**src/rtl/rgb_fade_scheduler_pkg.sv**
```systemverilog
// Shared types, state encoding and the rainbow colour table for the fade scheduler.
// Also holds the duty-scaling helper used by the top level.
package rgb_fade_pkg;

    localparam int NUM_COLORS = 7;

    typedef enum logic [2:0] {
        ST_IDLE = 3'd0,
        ST_RISE = 3'd1,
        ST_HOLD = 3'd2,
        ST_FALL = 3'd3,
        ST_NEXT = 3'd4
    } fade_state_e;

    typedef struct packed {
        logic [7:0] r;
        logic [7:0] g;
        logic [7:0] b;
    } rgb_t;

    // Order: red, orange, yellow, green, blue, indigo, purple
    localparam logic [7:0] COLOR_R [NUM_COLORS] = '{8'd255, 8'd255, 8'd255, 8'd0,   8'd0,   8'd8,  8'd160};
    localparam logic [7:0] COLOR_G [NUM_COLORS] = '{8'd0,   8'd60,  8'd255, 8'd255, 8'd0,   8'd46, 8'd32};
    localparam logic [7:0] COLOR_B [NUM_COLORS] = '{8'd0,   8'd0,   8'd0,   8'd0,   8'd255, 8'd84, 8'd240};

    function automatic rgb_t color_target(input logic [2:0] idx);
        rgb_t rgb;
        if (idx < 3'(NUM_COLORS)) begin
            rgb.r = COLOR_R[idx];
            rgb.g = COLOR_G[idx];
            rgb.b = COLOR_B[idx];
        end else begin
            rgb = '0;
        end
        return rgb;
    endfunction

    // Rounds up so a full target at full level reaches 255 and a zero level gives 0.
    function automatic logic [7:0] scale_duty(input logic [7:0] target, input logic [7:0] level);
        logic [15:0] prod;
        prod = 16'(target) * 16'(level) + 16'd255;
        return prod[15:8];
    endfunction

endpackage

```
**src/rtl/rgb_fade_scheduler_if.sv**
```systemverilog
// Board-side bundle for the fade scheduler: run controls in, duties, PWM and status out.
interface rgb_fade_scheduler_if;
    logic       i_en;
    logic       i_skip;
    logic [7:0] o_r_duty;
    logic [7:0] o_g_duty;
    logic [7:0] o_b_duty;
    logic       o_pwm_r;
    logic       o_pwm_g;
    logic       o_pwm_b;
    logic [2:0] o_color_idx;
    logic       o_cycle_done;

    modport master (
        output i_en, i_skip,
        input  o_r_duty, o_g_duty, o_b_duty,
        input  o_pwm_r, o_pwm_g, o_pwm_b,
        input  o_color_idx, o_cycle_done
    );

    modport slave (
        input  i_en, i_skip,
        output o_r_duty, o_g_duty, o_b_duty,
        output o_pwm_r, o_pwm_g, o_pwm_b,
        output o_color_idx, o_cycle_done
    );
endinterface

```
**src/rtl/rgb_fade_scheduler_pwm_channel.sv**
```systemverilog
// One PWM output: compares the shared 0..254 counter against an 8-bit duty.
// Duty 0 never drives high, duty 255 always does because the counter stops at 254.
module pwm_channel (
    input  logic       i_clk,
    input  logic       i_rst,
    input  logic [7:0] i_duty,
    input  logic [7:0] i_pwm_cnt,
    output logic       o_pwm
);

    logic r_pwm;

    // Registered compare so the pin never sees comparator glitches.
    always_ff @(posedge i_clk or posedge i_rst) begin
        if (i_rst) begin
            r_pwm <= 1'b0;
        end else begin
            r_pwm <= (i_pwm_cnt < i_duty);
        end
    end

    assign o_pwm = r_pwm;

endmodule

```
**src/rtl/rgb_fade_scheduler.sv**
```systemverilog
// Table-driven rainbow fader: ramps each colour up, holds, ramps down, advances.
// Level and colour are scaled into registered duties that feed three PWM channels.
module rgb_fade_scheduler
    import rgb_fade_pkg::*;
#(
    parameter int CLK_DIV    = 625000,
    parameter int HOLD_TICKS = 32
) (
    input  logic                 i_clk,
    input  logic                 i_rst,
    rgb_fade_scheduler_if.slave  bus
);

    localparam int CNT_W  = $clog2(CLK_DIV);
    localparam int HOLD_W = (HOLD_TICKS > 1) ? $clog2(HOLD_TICKS) : 1;
    localparam logic [CNT_W-1:0]  CNT_LAST   = CNT_W'(CLK_DIV - 1);
    localparam logic [HOLD_W-1:0] HOLD_LAST  = HOLD_W'(HOLD_TICKS - 1);
    localparam logic [2:0]        LAST_COLOR = 3'(NUM_COLORS - 1);
    localparam logic [7:0]        PWM_LAST   = 8'd254;

    logic              w_en;
    logic              w_skip;
    logic              w_tick;
    logic [CNT_W-1:0]  r_cnt;
    fade_state_e       r_state;
    fade_state_e       w_state_nxt;
    logic [7:0]        r_level;
    logic [7:0]        w_level_nxt;
    logic [HOLD_W-1:0] r_hold_cnt;
    logic [HOLD_W-1:0] w_hold_nxt;
    logic [2:0]        r_color_idx;
    logic [2:0]        w_color_nxt;
    logic              w_wrap;
    logic              r_cycle_done;
    rgb_t              w_target;
    logic [7:0]        r_duty_r;
    logic [7:0]        r_duty_g;
    logic [7:0]        r_duty_b;
    logic [7:0]        r_pwm_cnt;
    logic              w_pwm_r;
    logic              w_pwm_g;
    logic              w_pwm_b;

    assign w_en   = bus.i_en;
    assign w_skip = bus.i_skip & bus.i_en;
    assign w_tick = w_en & (r_cnt == CNT_LAST);

    // Fade-tick prescaler, frozen while paused.
    always_ff @(posedge i_clk or posedge i_rst) begin
        if (i_rst) begin
            r_cnt <= '0;
        end else if (w_en) begin
            if (r_cnt == CNT_LAST) begin
                r_cnt <= '0;
            end else begin
                r_cnt <= r_cnt + CNT_W'(1);
            end
        end else begin
            r_cnt <= r_cnt;
        end
    end

    // Sequencer state register.
    always_ff @(posedge i_clk or posedge i_rst) begin
        if (i_rst) begin
            r_state <= ST_IDLE;
        end else begin
            r_state <= w_state_nxt;
        end
    end

    // Next-state: skip beats a coincident tick; everything freezes while paused.
    always_comb begin
        w_state_nxt = r_state;
        if (w_en) begin
            case (r_state)
                ST_IDLE: w_state_nxt = ST_RISE;
                ST_RISE: begin
                    if (w_skip) begin
                        w_state_nxt = ST_FALL;
                    end else if (w_tick && (r_level == 8'd254)) begin
                        w_state_nxt = ST_HOLD;
                    end else begin
                        w_state_nxt = ST_RISE;
                    end
                end
                ST_HOLD: begin
                    if (w_skip) begin
                        w_state_nxt = ST_FALL;
                    end else if (w_tick && (r_hold_cnt == HOLD_LAST)) begin
                        w_state_nxt = ST_FALL;
                    end else begin
                        w_state_nxt = ST_HOLD;
                    end
                end
                ST_FALL: begin
                    if (w_tick && (r_level <= 8'd1)) begin
                        w_state_nxt = ST_NEXT;
                    end else begin
                        w_state_nxt = ST_FALL;
                    end
                end
                ST_NEXT: w_state_nxt = ST_RISE;
                default: w_state_nxt = ST_IDLE;
            endcase
        end else begin
            w_state_nxt = r_state;
        end
    end

    // Datapath updates per state; a level of 0 in FALL (skip right at rise start) ends the fall.
    always_comb begin
        w_level_nxt = r_level;
        w_hold_nxt  = r_hold_cnt;
        w_color_nxt = r_color_idx;
        w_wrap      = 1'b0;
        if (w_en) begin
            case (r_state)
                ST_IDLE: begin
                    w_level_nxt = 8'd0;
                    w_hold_nxt  = '0;
                end
                ST_RISE: begin
                    if (!w_skip && w_tick) begin
                        w_level_nxt = r_level + 8'd1;
                        w_hold_nxt  = '0;
                    end else begin
                        w_level_nxt = r_level;
                    end
                end
                ST_HOLD: begin
                    if (!w_skip && w_tick && (r_hold_cnt != HOLD_LAST)) begin
                        w_hold_nxt = r_hold_cnt + HOLD_W'(1);
                    end else begin
                        w_hold_nxt = r_hold_cnt;
                    end
                end
                ST_FALL: begin
                    if (w_tick && (r_level <= 8'd1)) begin
                        w_level_nxt = 8'd0;
                    end else if (w_tick) begin
                        w_level_nxt = r_level - 8'd1;
                    end else begin
                        w_level_nxt = r_level;
                    end
                end
                ST_NEXT: begin
                    w_wrap = (r_color_idx == LAST_COLOR);
                    if (r_color_idx >= LAST_COLOR) begin
                        w_color_nxt = 3'd0;
                    end else begin
                        w_color_nxt = r_color_idx + 3'd1;
                    end
                end
                default: begin
                    w_level_nxt = 8'd0;
                    w_hold_nxt  = '0;
                    w_color_nxt = 3'd0;
                end
            endcase
        end else begin
            w_level_nxt = r_level;
        end
    end

    // Level, hold counter, colour index and wrap pulse.
    always_ff @(posedge i_clk or posedge i_rst) begin
        if (i_rst) begin
            r_level      <= 8'd0;
            r_hold_cnt   <= '0;
            r_color_idx  <= 3'd0;
            r_cycle_done <= 1'b0;
        end else begin
            r_level      <= w_level_nxt;
            r_hold_cnt   <= w_hold_nxt;
            r_color_idx  <= w_color_nxt;
            r_cycle_done <= w_wrap;
        end
    end

    assign w_target = color_target(r_color_idx);

    // Duties follow the level/colour one clock later, and keep running while paused.
    always_ff @(posedge i_clk or posedge i_rst) begin
        if (i_rst) begin
            r_duty_r <= 8'd0;
            r_duty_g <= 8'd0;
            r_duty_b <= 8'd0;
        end else begin
            r_duty_r <= scale_duty(w_target.r, r_level);
            r_duty_g <= scale_duty(w_target.g, r_level);
            r_duty_b <= scale_duty(w_target.b, r_level);
        end
    end

    // Shared free-running PWM period counter, independent of the run enable.
    always_ff @(posedge i_clk or posedge i_rst) begin
        if (i_rst) begin
            r_pwm_cnt <= 8'd0;
        end else if (r_pwm_cnt == PWM_LAST) begin
            r_pwm_cnt <= 8'd0;
        end else begin
            r_pwm_cnt <= r_pwm_cnt + 8'd1;
        end
    end

    pwm_channel u_pwm_r (
        .i_clk     (i_clk),
        .i_rst     (i_rst),
        .i_duty    (r_duty_r),
        .i_pwm_cnt (r_pwm_cnt),
        .o_pwm     (w_pwm_r)
    );

    pwm_channel u_pwm_g (
        .i_clk     (i_clk),
        .i_rst     (i_rst),
        .i_duty    (r_duty_g),
        .i_pwm_cnt (r_pwm_cnt),
        .o_pwm     (w_pwm_g)
    );

    pwm_channel u_pwm_b (
        .i_clk     (i_clk),
        .i_rst     (i_rst),
        .i_duty    (r_duty_b),
        .i_pwm_cnt (r_pwm_cnt),
        .o_pwm     (w_pwm_b)
    );

    assign bus.o_r_duty     = r_duty_r;
    assign bus.o_g_duty     = r_duty_g;
    assign bus.o_b_duty     = r_duty_b;
    assign bus.o_pwm_r      = w_pwm_r;
    assign bus.o_pwm_g      = w_pwm_g;
    assign bus.o_pwm_b      = w_pwm_b;
    assign bus.o_color_idx  = r_color_idx;
    assign bus.o_cycle_done = r_cycle_done;

endmodule

```
**src/flat_wrapper.sv**
```systemverilog
// flat-port wrapper written by rule: the top's interface ports become plain ports
module rgb_fade_scheduler_flat import rgb_fade_pkg::*;
#(
    parameter int CLK_DIV    = 625000,
    parameter int HOLD_TICKS = 32
)
  (i_clk, i_rst, bus_i_en, bus_i_skip, bus_o_r_duty, bus_o_g_duty, bus_o_b_duty, bus_o_pwm_r, bus_o_pwm_g, bus_o_pwm_b, bus_o_color_idx, bus_o_cycle_done);
  rgb_fade_scheduler_if bus_i ();
  input  logic i_clk;
  input  logic i_rst;
  input wire logic [$bits(bus_i.i_en)-1:0] bus_i_en;
  input wire logic [$bits(bus_i.i_skip)-1:0] bus_i_skip;
  output wire logic [$bits(bus_i.o_r_duty)-1:0] bus_o_r_duty;
  output wire logic [$bits(bus_i.o_g_duty)-1:0] bus_o_g_duty;
  output wire logic [$bits(bus_i.o_b_duty)-1:0] bus_o_b_duty;
  output wire logic [$bits(bus_i.o_pwm_r)-1:0] bus_o_pwm_r;
  output wire logic [$bits(bus_i.o_pwm_g)-1:0] bus_o_pwm_g;
  output wire logic [$bits(bus_i.o_pwm_b)-1:0] bus_o_pwm_b;
  output wire logic [$bits(bus_i.o_color_idx)-1:0] bus_o_color_idx;
  output wire logic [$bits(bus_i.o_cycle_done)-1:0] bus_o_cycle_done;
  assign bus_i.i_en = bus_i_en;
  assign bus_i.i_skip = bus_i_skip;
  assign bus_o_r_duty = bus_i.o_r_duty;
  assign bus_o_g_duty = bus_i.o_g_duty;
  assign bus_o_b_duty = bus_i.o_b_duty;
  assign bus_o_pwm_r = bus_i.o_pwm_r;
  assign bus_o_pwm_g = bus_i.o_pwm_g;
  assign bus_o_pwm_b = bus_i.o_pwm_b;
  assign bus_o_color_idx = bus_i.o_color_idx;
  assign bus_o_cycle_done = bus_i.o_cycle_done;
  rgb_fade_scheduler #(.CLK_DIV(CLK_DIV), .HOLD_TICKS(HOLD_TICKS)) u_core (.i_clk(i_clk), .i_rst(i_rst), .bus(bus_i));
endmodule
```
**config.mk**
```make
export PLATFORM = sky130hd
export DESIGN_NAME = rgb_fade_scheduler_flat
export DESIGN_NICKNAME = d
export VERILOG_FILES = /design/src/rtl/rgb_fade_scheduler_pkg.sv /design/src/rtl/rgb_fade_scheduler_if.sv /design/src/rtl/rgb_fade_scheduler_pwm_channel.sv /design/src/rtl/rgb_fade_scheduler.sv /design/src/flat_wrapper.sv
export SDC_FILE = /design/constraint.sdc
export NUM_CORES = 1
export LEC_CHECK = 0
export ABC_CLOCK_PERIOD_IN_PS = 8760
export CAP_MARGIN = 20
export CORE_MARGIN = 8
export CORE_UTILIZATION = 50
export CTS_BUF_LIST = sky130_fd_sc_hd__clkbuf_4 sky130_fd_sc_hd__clkbuf_8
export DETAILED_ROUTE_END_ITERATION = 6
export GPL_ROUTABILITY_DRIVEN = 0
export PLACE_DENSITY = 0.67
export SETUP_SLACK_MARGIN = 0.2
export SLEW_MARGIN = 30
export SYNTH_ARGS = -nofsm -noshare
export SYNTH_HDL_FRONTEND = slang
export SYNTH_SLANG_ARGS = --single-unit
```
**constraint.sdc**
```tcl
create_clock -name i_clk -period 8.76 [get_ports i_clk]
set_clock_uncertainty 0.2 [all_clocks]
set_input_delay 1.314 -clock i_clk [delete_from_list [all_inputs] [get_ports i_clk]]
set_output_delay 1.314 -clock i_clk [all_outputs]
set_load 0.02 [all_outputs]
```
==> run summary <==
outcome - finished, final reports clean
Area Growth Syn to Fin - 8.163%
initial antenna violation count - 0
CP Capture Type - flop
most common cell in the netlist - inv_1
synthesized flop and latch total - 75
Cell Area, Placed - 10,320 um^2
syn avg cell area - 9.194 um^2
Synth Area in XOR/XNOR - 5.382%
Simple-Gate Fraction of Synth Area - 14.71%
max cap viols - 0
CTS sink count - 75
cell taking the most area after synthesis - fa_1
RSZ-0062 raised after global routing - false
FF/Latch Area - 1877 um^2
I/O Buffers - 34
Max FO, Critical Path - 15
cells after synthesis - 1,062
Net Count, Synth - 1,316
Clock Latency Late Sink - 0.37 ns
final design area excluding fillers - 10,560 um^2
Die H - 155.7 um
Total Routing Usage GR - 17.52%
Slew HR - 37.48%
Crit path required time - 8.85 ns
htree depth - 3
synth warn - 0
mux contribution to synthesized area - 0.7432%
Post-synth EDFFs - 0
setup TNS - 0 ns
routed len/inst - 14.70 um
Multi-input gate area - 6943 um^2
power density over cell area - 145.0 nW/um^2
Synth Flop Type - dfrtp_1
Worst-path clk slew - 0.09 ns
global-route wire length before repair - 34,650 um
layout cells sized above 1 - 3.039%
Register-to-Register Path Depth - 20
CTS root buf - clkbuf_8
Max Slew Vio Count - 0
Rows - 51
Total Wirelength - 19,860 um
leakage power - 5.796 nW
final setup margin - 2.539 ns
Synth top area share - 22.35%
reg2reg setup slack - 2.54 ns
r2r endpoint - u_core.bus.o_b_duty[6]
main combinational cell family by area after synthesis - adder cells
DPL Wire Length - 16,110 um
Hold Path Depth - 1
Hold Crit Start - u_core.r_cnt[19]
kind of critical path - flop to flop
Setup WS pre-CTS - 2.606 ns
crit share post-route - 71.01%
Finished Layout Cells - 1,351
post-CTS setup buffer count - 0
Worst-Margin Slew - 0.9378 ns
Fmax - 0.1607 GHz
vias - 7,067
Hold Buf Count CTS - 0
drt first pass iters - 4
Fill cells - 1,772
Final ANT Viol Nets - 0
pin count of the biggest net entering global routing - 58
vias per cell - 5.231
Seq/Total Area, Yosys - 19.22%
cell count after placement - 1,335
synth unique cells - 64
Critical Path AT - 6.31 ns
DR DRC count - 0
peak supply drop - 0.0001520 V
# resized after CTS - 0
die width - 155.7 um
CTS tree - built
CP Launch Type - flop
Hold WC Path Type - flop to flop
initial drt markers - 386
Compound-Gate Fraction of Synth Area - 9.726%
Cell Area, Synth - 9764 um^2
synth cell count leaders - 217 x inv_1, 141 x ha_1, 109 x fa_1
setup violators final - 0
top cells by area, synth - fa_1 22%, dfrtp_1 19%, ha_1 18%, inv_1 8.3%, nand2_1 3.5%
Hold EP - u_core.r_cnt[19]
Num CTS Buffers - 9
core area - 19,330 um^2
Starting Density - 50.50%
final hold violations - 0
Post-Synth Adder-Cell Area - 40.52%
clock buffer depth - 2
Overflow after GRT - 0
die area - 24,260 um^2
io pins - 35
vias in the first global route - 7,155
worst r2r src - u_core.bus.o_color_idx[2]
antenna fix cells - 0
NumNets Final - 1,335
fin crit period - 6.221 ns
ys async rst share - 100.0%
==> worst max path at each step <==
| stage | from | to | slack [ns] | cells past startpoint |
|---|---|---|---|---|
| after floorplan | u_core.bus.o_color_idx[1] | u_core.bus.o_g_duty[6] | 3.08 | 19 |
| after global placement | u_core.bus.o_color_idx[2] | u_core.bus.o_b_duty[6] | 2.80 | 20 |
| after detailed placement | u_core.bus.o_color_idx[2] | u_core.bus.o_b_duty[6] | 2.61 | 20 |
| after CTS | u_core.bus.o_color_idx[2] | u_core.bus.o_b_duty[6] | 2.54 | 20 |
| after global routing | u_core.bus.o_color_idx[2] | u_core.bus.o_b_duty[6] | 1.99 | 20 |
| final | u_core.bus.o_color_idx[2] | u_core.bus.o_b_duty[6] | 2.54 | 20 |
==> layout by cell type (no fill, tap or decap), types with 6 or more instances in the layout <==
cell type        instances
nor2_1                  51
and2_1                  29
a21o_1                  24
nand2_1                 90
ha_1                   141
o21ai_1                  7
nor3_1                  13
inv_1                  216
a221oi_1                 7
nand2b_1                12
a211oi_1                 7
clkdlybuf4s50_1         34
xor2_1                  22
xnor2_1                 38
nand3_1                 24
a31oi_1                  9
and3_1                  17
o21ai_0                 21
a21oi_1                 27
dfrtp_1                 75
fa_1                   109
clkbuf_8                10
nor4_1                   6
nand4_1                  6
==> power breakdown <==
group | switching [mW] | total, mW | leakage [nW] | internal, mW
registers | 0.0650 | 0.449 | 1.01 | 0.384
logic | 0.430 | 0.764 | 4.67 | 0.334
clock network | 0.147 | 0.318 | 0.119 | 0.172
==> state kept, by name (all words and copies together), names as in the netlist <==
signal and flops:
u_core.bus.o_cycle_done 1, u_core.r_hold_cnt 5, u_core.u_pwm_b.o_pwm 1, u_core.bus.o_g_duty 8, u_core.r_pwm_cnt 8, u_core.u_pwm_r.o_pwm 1, u_core.bus.o_color_idx 3, u_core.r_state 3
u_core.r_cnt 20, u_core.bus.o_r_duty 8, u_core.bus.o_b_duty 8, u_core.r_level 8, u_core.u_pwm_g.o_pwm 1
==> worst max-delay path: stages, from the launching register on <==
cell and delay (ns):
dfrtp_1 0.65, inv_1 0.22, nor2_1 0.68, nand2_1 0.25, inv_1 0.13, nand2_1 0.16, inv_1 0.10, ha_1 0.25
xnor2_1 0.23, fa_1 0.46, fa_1 0.55, inv_1 0.06, fa_1 0.53, inv_1 0.04, ha_1 0.33, a21oi_1 0.15
o21ai_0 0.09, a41oi_1 0.31, o21ai_1 0.23, o41ai_1 0.36, xnor2_1 0.17
==> final cells by class <==
cell class,instances,area share (%)
Sequential cell,75,17.77
Timing Repair Buffer,36,3.365
Tap cell,265,3.139
Inverter,218,7.760
Clock inverter,6,0.9241
Clock buffer,10,1.303
Multi-Input combinational cell,741,65.74
==> logic make-up after synthesis <==
group,count (synthesis)
buffers and inverters,246
muxes,7
adders and majority gates,251
xor gates and xnor gates,60
AOI/OAI and AO/OA,138
and+or+nand+nor,285
DFF,75
==> metal layers <==
| metal | up-vias | share of wire (%) | track usage (%) |
|---|---|---|---|
| met1 | 3463 | 48 | 23.85 |
| met5 | - | 0 | 0 |
| met3 | 17 | 3.8 | 2.438 |
| met2 | 104 | 47 | 28.81 |
| met4 | 0 | 1.3 | 4.575 |
| li1 | 3483 | - | - |
==> per-stage QoR <==
stage / power, mW / utilization, % / hold slack (ns)
2_1_floorplan: 1.057 / - / 0.2486
3_3_place_gp: 1.202 / 53.39 / 0.2710
3_5_place_dp: 1.229 / 53.39 / 0.2782
4_1_cts: 1.552 / 54.61 / 0.2949
5_1_grt: 1.677 / 54.62 / 0.3108
6_report: 1.531 / 54.62 / 0.2913
(Power assumes the default switching activity.)
